File: src/rtl/tx_gate_arb_pkg.sv
// Shared types and header field layout for the TX gate arbiter.
// Header payload is {len[31:0], off[30:0], last} in the low 64 bits of a marked word.
package tx_gate_arb_pkg;

  typedef enum logic [1:0] {
    S_SCAN = 2'd0,
    S_HDR  = 2'd1,
    S_DATA = 2'd2,
    S_DONE = 2'd3
  } state_e;

  localparam int HDR_PL_W = 64;
  localparam int LEN_MSB  = 63;
  localparam int LEN_LSB  = 32;
  localparam int OFF_MSB  = 31;
  localparam int OFF_LSB  = 1;
  localparam int LAST_BIT = 0;

  // The marker flag sits just above the data payload in each FIFO word.
  function automatic int marker_bit(input int data_width);
    return data_width;
  endfunction

  function automatic int chnl_w(input int n);
    return (n > 1) ? $clog2(n) : 1;
  endfunction

endpackage

File: src/rtl/rr_pick.sv
// Round-robin picker: first set request at or after ptr_i, wrapping.
// Purely combinational; grant is one-hot, idx_o is its index, any_o flags a hit.
module rr_pick #(
  parameter int N = 4,
  parameter int W = (N > 1) ? $clog2(N) : 1
) (
  input  logic [N-1:0] req_i,
  input  logic [W-1:0] ptr_i,
  output logic [N-1:0] gnt_o,
  output logic [W-1:0] idx_o,
  output logic         any_o
);

  int j;

  always_comb begin
    gnt_o = '0;
    idx_o = '0;
    any_o = 1'b0;
    j     = 0;
    for (int k = 0; k < N; k++) begin
      j = int'(ptr_i) + k;
      if (j >= N) j = j - N;
      if (!any_o && req_i[j]) begin
        any_o    = 1'b1;
        gnt_o[j] = 1'b1;
        idx_o    = W'(j);
      end
    end
  end

endmodule

File: src/rtl/tx_gate_arbiter.sv
// Shares one TX engine between C_NUM_CHNL gate FIFOs: grants one channel per
// transaction round-robin, forwards its header, then streams data until the close marker.
module tx_gate_arbiter
  import tx_gate_arb_pkg::*;
#(
  parameter int C_NUM_CHNL   = 4,
  parameter int C_DATA_WIDTH = 64
) (
  input  logic                                     CLK,
  input  logic                                     RST_N,
  input  logic [C_NUM_CHNL*(C_DATA_WIDTH+1)-1:0]   GATE_RD_DATA,
  input  logic [C_NUM_CHNL-1:0]                    GATE_RD_EMPTY,
  output logic [C_NUM_CHNL-1:0]                    GATE_RD_EN,
  output logic                                     HDR_VALID,
  input  logic                                     HDR_READY,
  output logic [chnl_w(C_NUM_CHNL)-1:0]            HDR_CHNL,
  output logic [31:0]                              HDR_LEN,
  output logic [30:0]                              HDR_OFF,
  output logic                                     HDR_LAST,
  output logic [C_DATA_WIDTH-1:0]                  DATA,
  output logic                                     DATA_VALID,
  input  logic                                     DATA_READY,
  output logic                                     DONE,
  output logic [chnl_w(C_NUM_CHNL)-1:0]            DONE_CHNL,
  output logic [31:0]                              DONE_WORDS,
  output logic [C_NUM_CHNL-1:0]                    ERR
);

  localparam int FW = C_DATA_WIDTH + 1;
  localparam int CW = chnl_w(C_NUM_CHNL);
  localparam int MK = marker_bit(C_DATA_WIDTH);

  // Handshakes: a transfer happens on a cycle where VALID and READY are both high;
  // VALID never depends on READY, and the offered HDR_* / DATA stay put until taken.

  state_e                state_q, state_d;
  logic [CW-1:0]         rptr_q, rptr_d;
  logic [CW-1:0]         gnt_q, gnt_d;
  logic [31:0]           len_q, len_d;
  logic [30:0]           off_q, off_d;
  logic                  last_q, last_d;
  logic [31:0]           cnt_q, cnt_d;
  logic [C_NUM_CHNL-1:0] err_q, err_d;

  logic [FW-1:0]         head_w [C_NUM_CHNL];
  logic [C_NUM_CHNL-1:0] pick_gnt;
  logic [CW-1:0]         pick_idx;
  logic                  pick_any;
  logic [FW-1:0]         scan_w, sel_w;
  logic [HDR_PL_W-1:0]   scan_pl;
  logic                  sel_empty;

  for (genvar i = 0; i < C_NUM_CHNL; i++) begin : g_slice
    assign head_w[i] = GATE_RD_DATA[i*FW +: FW];
  end

  rr_pick #(.N(C_NUM_CHNL), .W(CW)) u_pick (
    .req_i (~GATE_RD_EMPTY),
    .ptr_i (rptr_q),
    .gnt_o (pick_gnt),
    .idx_o (pick_idx),
    .any_o (pick_any)
  );

  assign scan_w    = head_w[pick_idx];
  assign sel_w     = head_w[gnt_q];
  assign sel_empty = GATE_RD_EMPTY[gnt_q];
  assign scan_pl   = HDR_PL_W'(scan_w[C_DATA_WIDTH-1:0]);

  always_ff @(posedge CLK or negedge RST_N) begin
    if (!RST_N) begin
      state_q <= S_SCAN;
      rptr_q  <= '0;
      gnt_q   <= '0;
      len_q   <= '0;
      off_q   <= '0;
      last_q  <= 1'b0;
      cnt_q   <= '0;
      err_q   <= '0;
    end else begin
      state_q <= state_d;
      rptr_q  <= rptr_d;
      gnt_q   <= gnt_d;
      len_q   <= len_d;
      off_q   <= off_d;
      last_q  <= last_d;
      cnt_q   <= cnt_d;
      err_q   <= err_d;
    end
  end

  always_comb begin
    state_d    = state_q;
    rptr_d     = rptr_q;
    gnt_d      = gnt_q;
    len_d      = len_q;
    off_d      = off_q;
    last_d     = last_q;
    cnt_d      = cnt_q;
    err_d      = err_q;
    GATE_RD_EN = '0;
    DATA       = '0;
    DATA_VALID = 1'b0;

    unique case (state_q)
      S_SCAN: begin
        if (pick_any) begin
          GATE_RD_EN = pick_gnt;
          if (!scan_w[MK]) begin
            err_d[pick_idx] = 1'b1;
          end else if (|scan_w[C_DATA_WIDTH-1:0]) begin
            gnt_d   = pick_idx;
            len_d   = scan_pl[LEN_MSB:LEN_LSB];
            off_d   = scan_pl[OFF_MSB:OFF_LSB];
            last_d  = scan_pl[LAST_BIT];
            state_d = S_HDR;
          end
        end
      end

      S_HDR: begin
        if (HDR_READY) begin
          cnt_d   = '0;
          state_d = S_DATA;
        end
      end

      S_DATA: begin
        DATA = sel_w[C_DATA_WIDTH-1:0];
        if (!sel_empty) begin
          if (!sel_w[MK]) begin
            DATA_VALID = 1'b1;
            if (DATA_READY) begin
              GATE_RD_EN[gnt_q] = 1'b1;
              if (cnt_q != '1) cnt_d = cnt_q + 32'd1;
            end
          end else begin
            // A header here means the close went missing: leave it for the next scan.
            if (|sel_w[C_DATA_WIDTH-1:0]) err_d[gnt_q] = 1'b1;
            else                          GATE_RD_EN[gnt_q] = 1'b1;
            state_d = S_DONE;
          end
        end
      end

      S_DONE: begin
        rptr_d  = (gnt_q == CW'(C_NUM_CHNL - 1)) ? '0 : gnt_q + CW'(1);
        state_d = S_SCAN;
      end

      default: state_d = S_SCAN;
    endcase
  end

  assign HDR_VALID  = (state_q == S_HDR);
  assign HDR_CHNL   = gnt_q;
  assign HDR_LEN    = len_q;
  assign HDR_OFF    = off_q;
  assign HDR_LAST   = last_q;
  assign DONE       = (state_q == S_DONE);
  assign DONE_CHNL  = DONE ? gnt_q : '0;
  assign DONE_WORDS = DONE ? cnt_q : '0;
  assign ERR        = err_q;

endmodule
File: config.mk
export PLATFORM = sky130hd
export DESIGN_NAME = tx_gate_arbiter
export DESIGN_NICKNAME = d
export VERILOG_FILES = /design/src/rtl/tx_gate_arb_pkg.sv /design/src/rtl/rr_pick.sv /design/src/rtl/tx_gate_arbiter.sv
export SDC_FILE = /design/constraint.sdc
export NUM_CORES = 1
export LEC_CHECK = 0
export CAP_MARGIN = 0
export CORE_AREA = 4 4 169 171
export CTS_CLUSTER_DIAMETER = 200
export CTS_CLUSTER_SIZE = 28
export DETAILED_ROUTE_END_ITERATION = 7
export DIE_AREA = 0 0 173 175
export PLACE_DENSITY = 0.8
export RECOVER_POWER = 100
export SYNTH_ARGS = -nofsm -noshare
export SYNTH_HDL_FRONTEND = slang
export SYNTH_HIERARCHICAL = 1
export SYNTH_SLANG_ARGS = --single-unit
export TNS_END_PERCENT = 10
File: constraint.sdc
create_clock -name CLK -period 7.9 [get_ports CLK]
set_clock_uncertainty 0.2 [all_clocks]
set_input_delay 1.58 -clock CLK [delete_from_list [all_inputs] [get_ports CLK]]
set_output_delay 1.58 -clock CLK [all_outputs]
set_load 0.005 [all_outputs]
==> reports/metrics.yaml <==
clockPowerShare: 0.089
syn-cell-area_um2: 9728
post-route-min-period_ps: 7348
htreeDepth: 3
relSlewSlack: -0.5192
hp-class: "reg2reg"
cts_buffers: 9
root_buffer: "clkbuf_16"
p_int_mw: 3.134
synthToLayoutAreaGrowth_pct: 49.79
die_area_um2: 30280
wire_per_inst_um: 28.49
drt-total-wl_um: 44620
switching_share: 0.4459
die_h_um: 175
finalSetupViolCount: 0
grtUsageTotal: 0.2832
synth_ff_type: "dfrtp_1"
grt_max_degree: 75
power.total_mw: 5.656
finalCritPeriodShare: 0.9301
mostFrequentLayoutCell: "clkdlybuf4s50_1"
synth.distinct_cells: 59
cts_tree: "built"
boundaryPins: 443
p_seq_frac: 0.189
cp_top_family: "flip-flops"
power_switching_mw: 2.522
postSynth.asyncResetShare: 1.000
maxCapViolations: 3
die_w_um: 173
powerDensity_nw_per_um2: 388.1
worstMarginPinSlew_ps: 2279
avgViaCountPerCell: 6.102
drive_gt1_frac: 0.1642
grt_pass1_vias: 9866
grt_pass1_wl_um: 64900
clk_pin_slew_worst_paths_ps: 70
dp_hpwl_um: 36250
synthCells: 813
avgSynthCellArea_um2: 11.97
worstPathArrival_ps: 5570
nFillCells: 2366
io_buffers: 442
crit_slowest_cell: "dfrtp_1"
drtIter0Drc: 982
violations: "max-capacitance violations, max-slew violations"
synth_edf_count: 0
insertion_delay_ps: 350
antenna_found_initial: 12
drv_slew: 157
cp.buffers_inverters: 3
critPathLaunchType: "register"
start_util: 0.3620
cp.required_ps: 6120
core-area_um2: 26880
pwr-share-comb: 0.722
nNetsFinal: 1499
crit_chain: "clkbuf_1 > mux4_2 > nor4_1 > nand4_1 > nor4_1 > buf_4 > a21oi_1 > o21ai_0 > dlygate4sd3_1"
status: "complete, but fails checks"
cts_buffer_depth: 2
final_hold_viol_count: 0
vias: 9556
post_cts_resized: 0
final_cell_mix: "clkdlybuf4s50_1 (301), dlygate4sd3_1 (140), mux4_2 (132)"
path_max_fanout: 47
max_stage_delay_ps: 1890
post-cts-setup-buffers: 0
grt-ovfl-total: 0
endpoint_kind: "output pin"
max_freq_mhz: 136.1
synth-seq-cells: 106
drc: 0
place_congestion: 0.9517
dr.pass1.iters: 5
tns_ps: 0
yosysSeqAreaShare: 0.2727
leakage_nw: 5.539
criticalPathCategory: "reg2out"
synth_warnings: 6
cts_sinks: 106
ir_drop_mv: 0.3702
num_rows: 60
holdBufCountCts: 0
synth_nets: 1098
rsz0062_at_grt: "no"
crit_path_frequent_cell: "nor4_1"
ant_nets: 0
==> registers in the layout, summed over array words and instances, names as in the netlist <==
signal and count:
ERR 4, HDR_CHNL 2, HDR_LAST 1, HDR_LEN 32
HDR_OFF 31, cnt_q 32, rptr_q 2, state_q 2
==> synth_stat cells, drive strengths merged, types with 2 or more instances <==
cell type | number | share of area
a31oi | 2 | 0.0013
o31ai | 9 | 0.0075
nor4 | 40 | 0.026
nand4 | 17 | 0.011
o211ai | 2 | 0.0015
nor2b | 2 | 0.0013
o211a | 2 | 0.0021
nand2b | 7 | 0.0045
a22o | 9 | 0.0081
o311ai | 5 | 0.0045
a21oi | 6 | 0.0031
buf | 29 | 0.021
nor3 | 11 | 0.0062
o31a | 2 | 0.0018
ha | 17 | 0.022
mux2i | 6 | 0.0062
dfrtp | 106 | 0.27
mux4 | 135 | 0.31
or4 | 5 | 0.0039
a22oi | 8 | 0.0062
o2111ai | 2 | 0.0018
and2 | 99 | 0.064
inv | 16 | 0.0062
a21o | 5 | 0.0039
nand2 | 41 | 0.016
nand3 | 23 | 0.012
a211o | 4 | 0.0036
clkbuf | 39 | 0.015
mux2 | 71 | 0.097
nor4b | 2 | 0.0033
o21ai | 28 | 0.014
a211oi | 2 | 0.0015
xnor2 | 3 | 0.0027
a221o | 2 | 0.0021
and3 | 17 | 0.011
nor2 | 25 | 0.0096
==> cells by family after synthesis <==
kind of cell,Yosys count,synth area share
AND/OR/NAND/NOR,293,0.1714
multiplexers,212,0.4171
flip-flops,106,0.2727
AO/OA/AOI/OAI,98,0.07241
buffers and inverters,84,0.04180
adder cells (fa/ha/maj),17,0.02186
XOR/XNOR,3,0.002701
==> stage by stage <==
| stage | instance area (um2) | util | std cells | setup WS, ps | hold WS [ps] |
|---|---|---|---|---|---|
| after floorplan | 9728 | - | 813 | 2529 | 251.0 |
| after global placement | 14420 | 0.5364 | 1544 | 754.7 | 245.9 |
| after detailed placement | 14420 | 0.5364 | 1544 | 737.3 | 251.7 |
| after CTS | 14730 | 0.5482 | 1559 | 1088 | 267.1 |
| after global routing | 14570 | 0.5422 | 1566 | 439.5 | 286.6 |
| final | 14570 | 0.5422 | 1566 | 551.9 | 259.1 |
==> worst reg2reg max path, cell delays in order, from the launching register on <==
cell	delay (ps)
dfrtp_1	730
inv_1	210
ha_1	410
mux4_2	450
nor3_1	390
a32o_4	850
buf_4	350
mux4_2	330
nor4_1	620
nand4_1	170
nor4_1	560
nor2_4	70
buf_4	290
mux2_1	400
==> cell type report <==
| class | instances | area, um2 | share of cell area |
|---|---|---|---|
| Multi-Input combinational cell | 623 | 6551 | 0.4496 |
| Timing Repair Buffer | 458 | 4541 | 0.3116 |
| Sequential cell | 106 | 2656 | 0.1823 |
| Tap cell | 341 | 426.7 | 0.02928 |
| Clock buffer | 11 | 242.7 | 0.01666 |
| Clock inverter | 4 | 76.32 | 0.005238 |
| Inverter | 16 | 60.06 | 0.004122 |
| Antenna cell | 7 | 17.52 | 0.001202 |
==> power groups by stage <==
stage | Clock, mW | Sequential, mW | Combinational (mW)
after floorplan | 0 | 0.908 | 2.75
after global placement | 0 | 1.08 | 4.28
after detailed placement | 0 | 1.08 | 4.36
after CTS | 0.514 | 1.08 | 4.37
after global routing | 0.534 | 1.10 | 4.33
final | 0.504 | 1.07 | 4.08
==> worst paths after layout <==
kind / cells past startpoint / from / slack, ps / endpoint
min reg2reg: 1 / ERR[2] / 260 / ERR[2]
min: 1 / ERR[2] / 260 / ERR[2]
max: 9 / HDR_CHNL[1] / 550 / GATE_RD_EN[2]
max in group asynchronous: 2 / RST_N / 3010 / HDR_CHNL[0]
max reg2reg: 13 / rptr_q[0] / 1750 / HDR_OFF[27]
min in group asynchronous: 1 / RST_N / 1520 / HDR_LEN[5]
==> metal layers <==
layer | track usage | up-vias | wire length (um)
li1 | - | 4049 | -
met1 | 0.3689 | 4769 | 17330
met2 | 0.4612 | 652 | 21490
met3 | 0.06988 | 84 | 4405
met4 | 0.1044 | 2 | 1386
met5 | 0 | - | 12
Power figures use the tool's default switching activity.
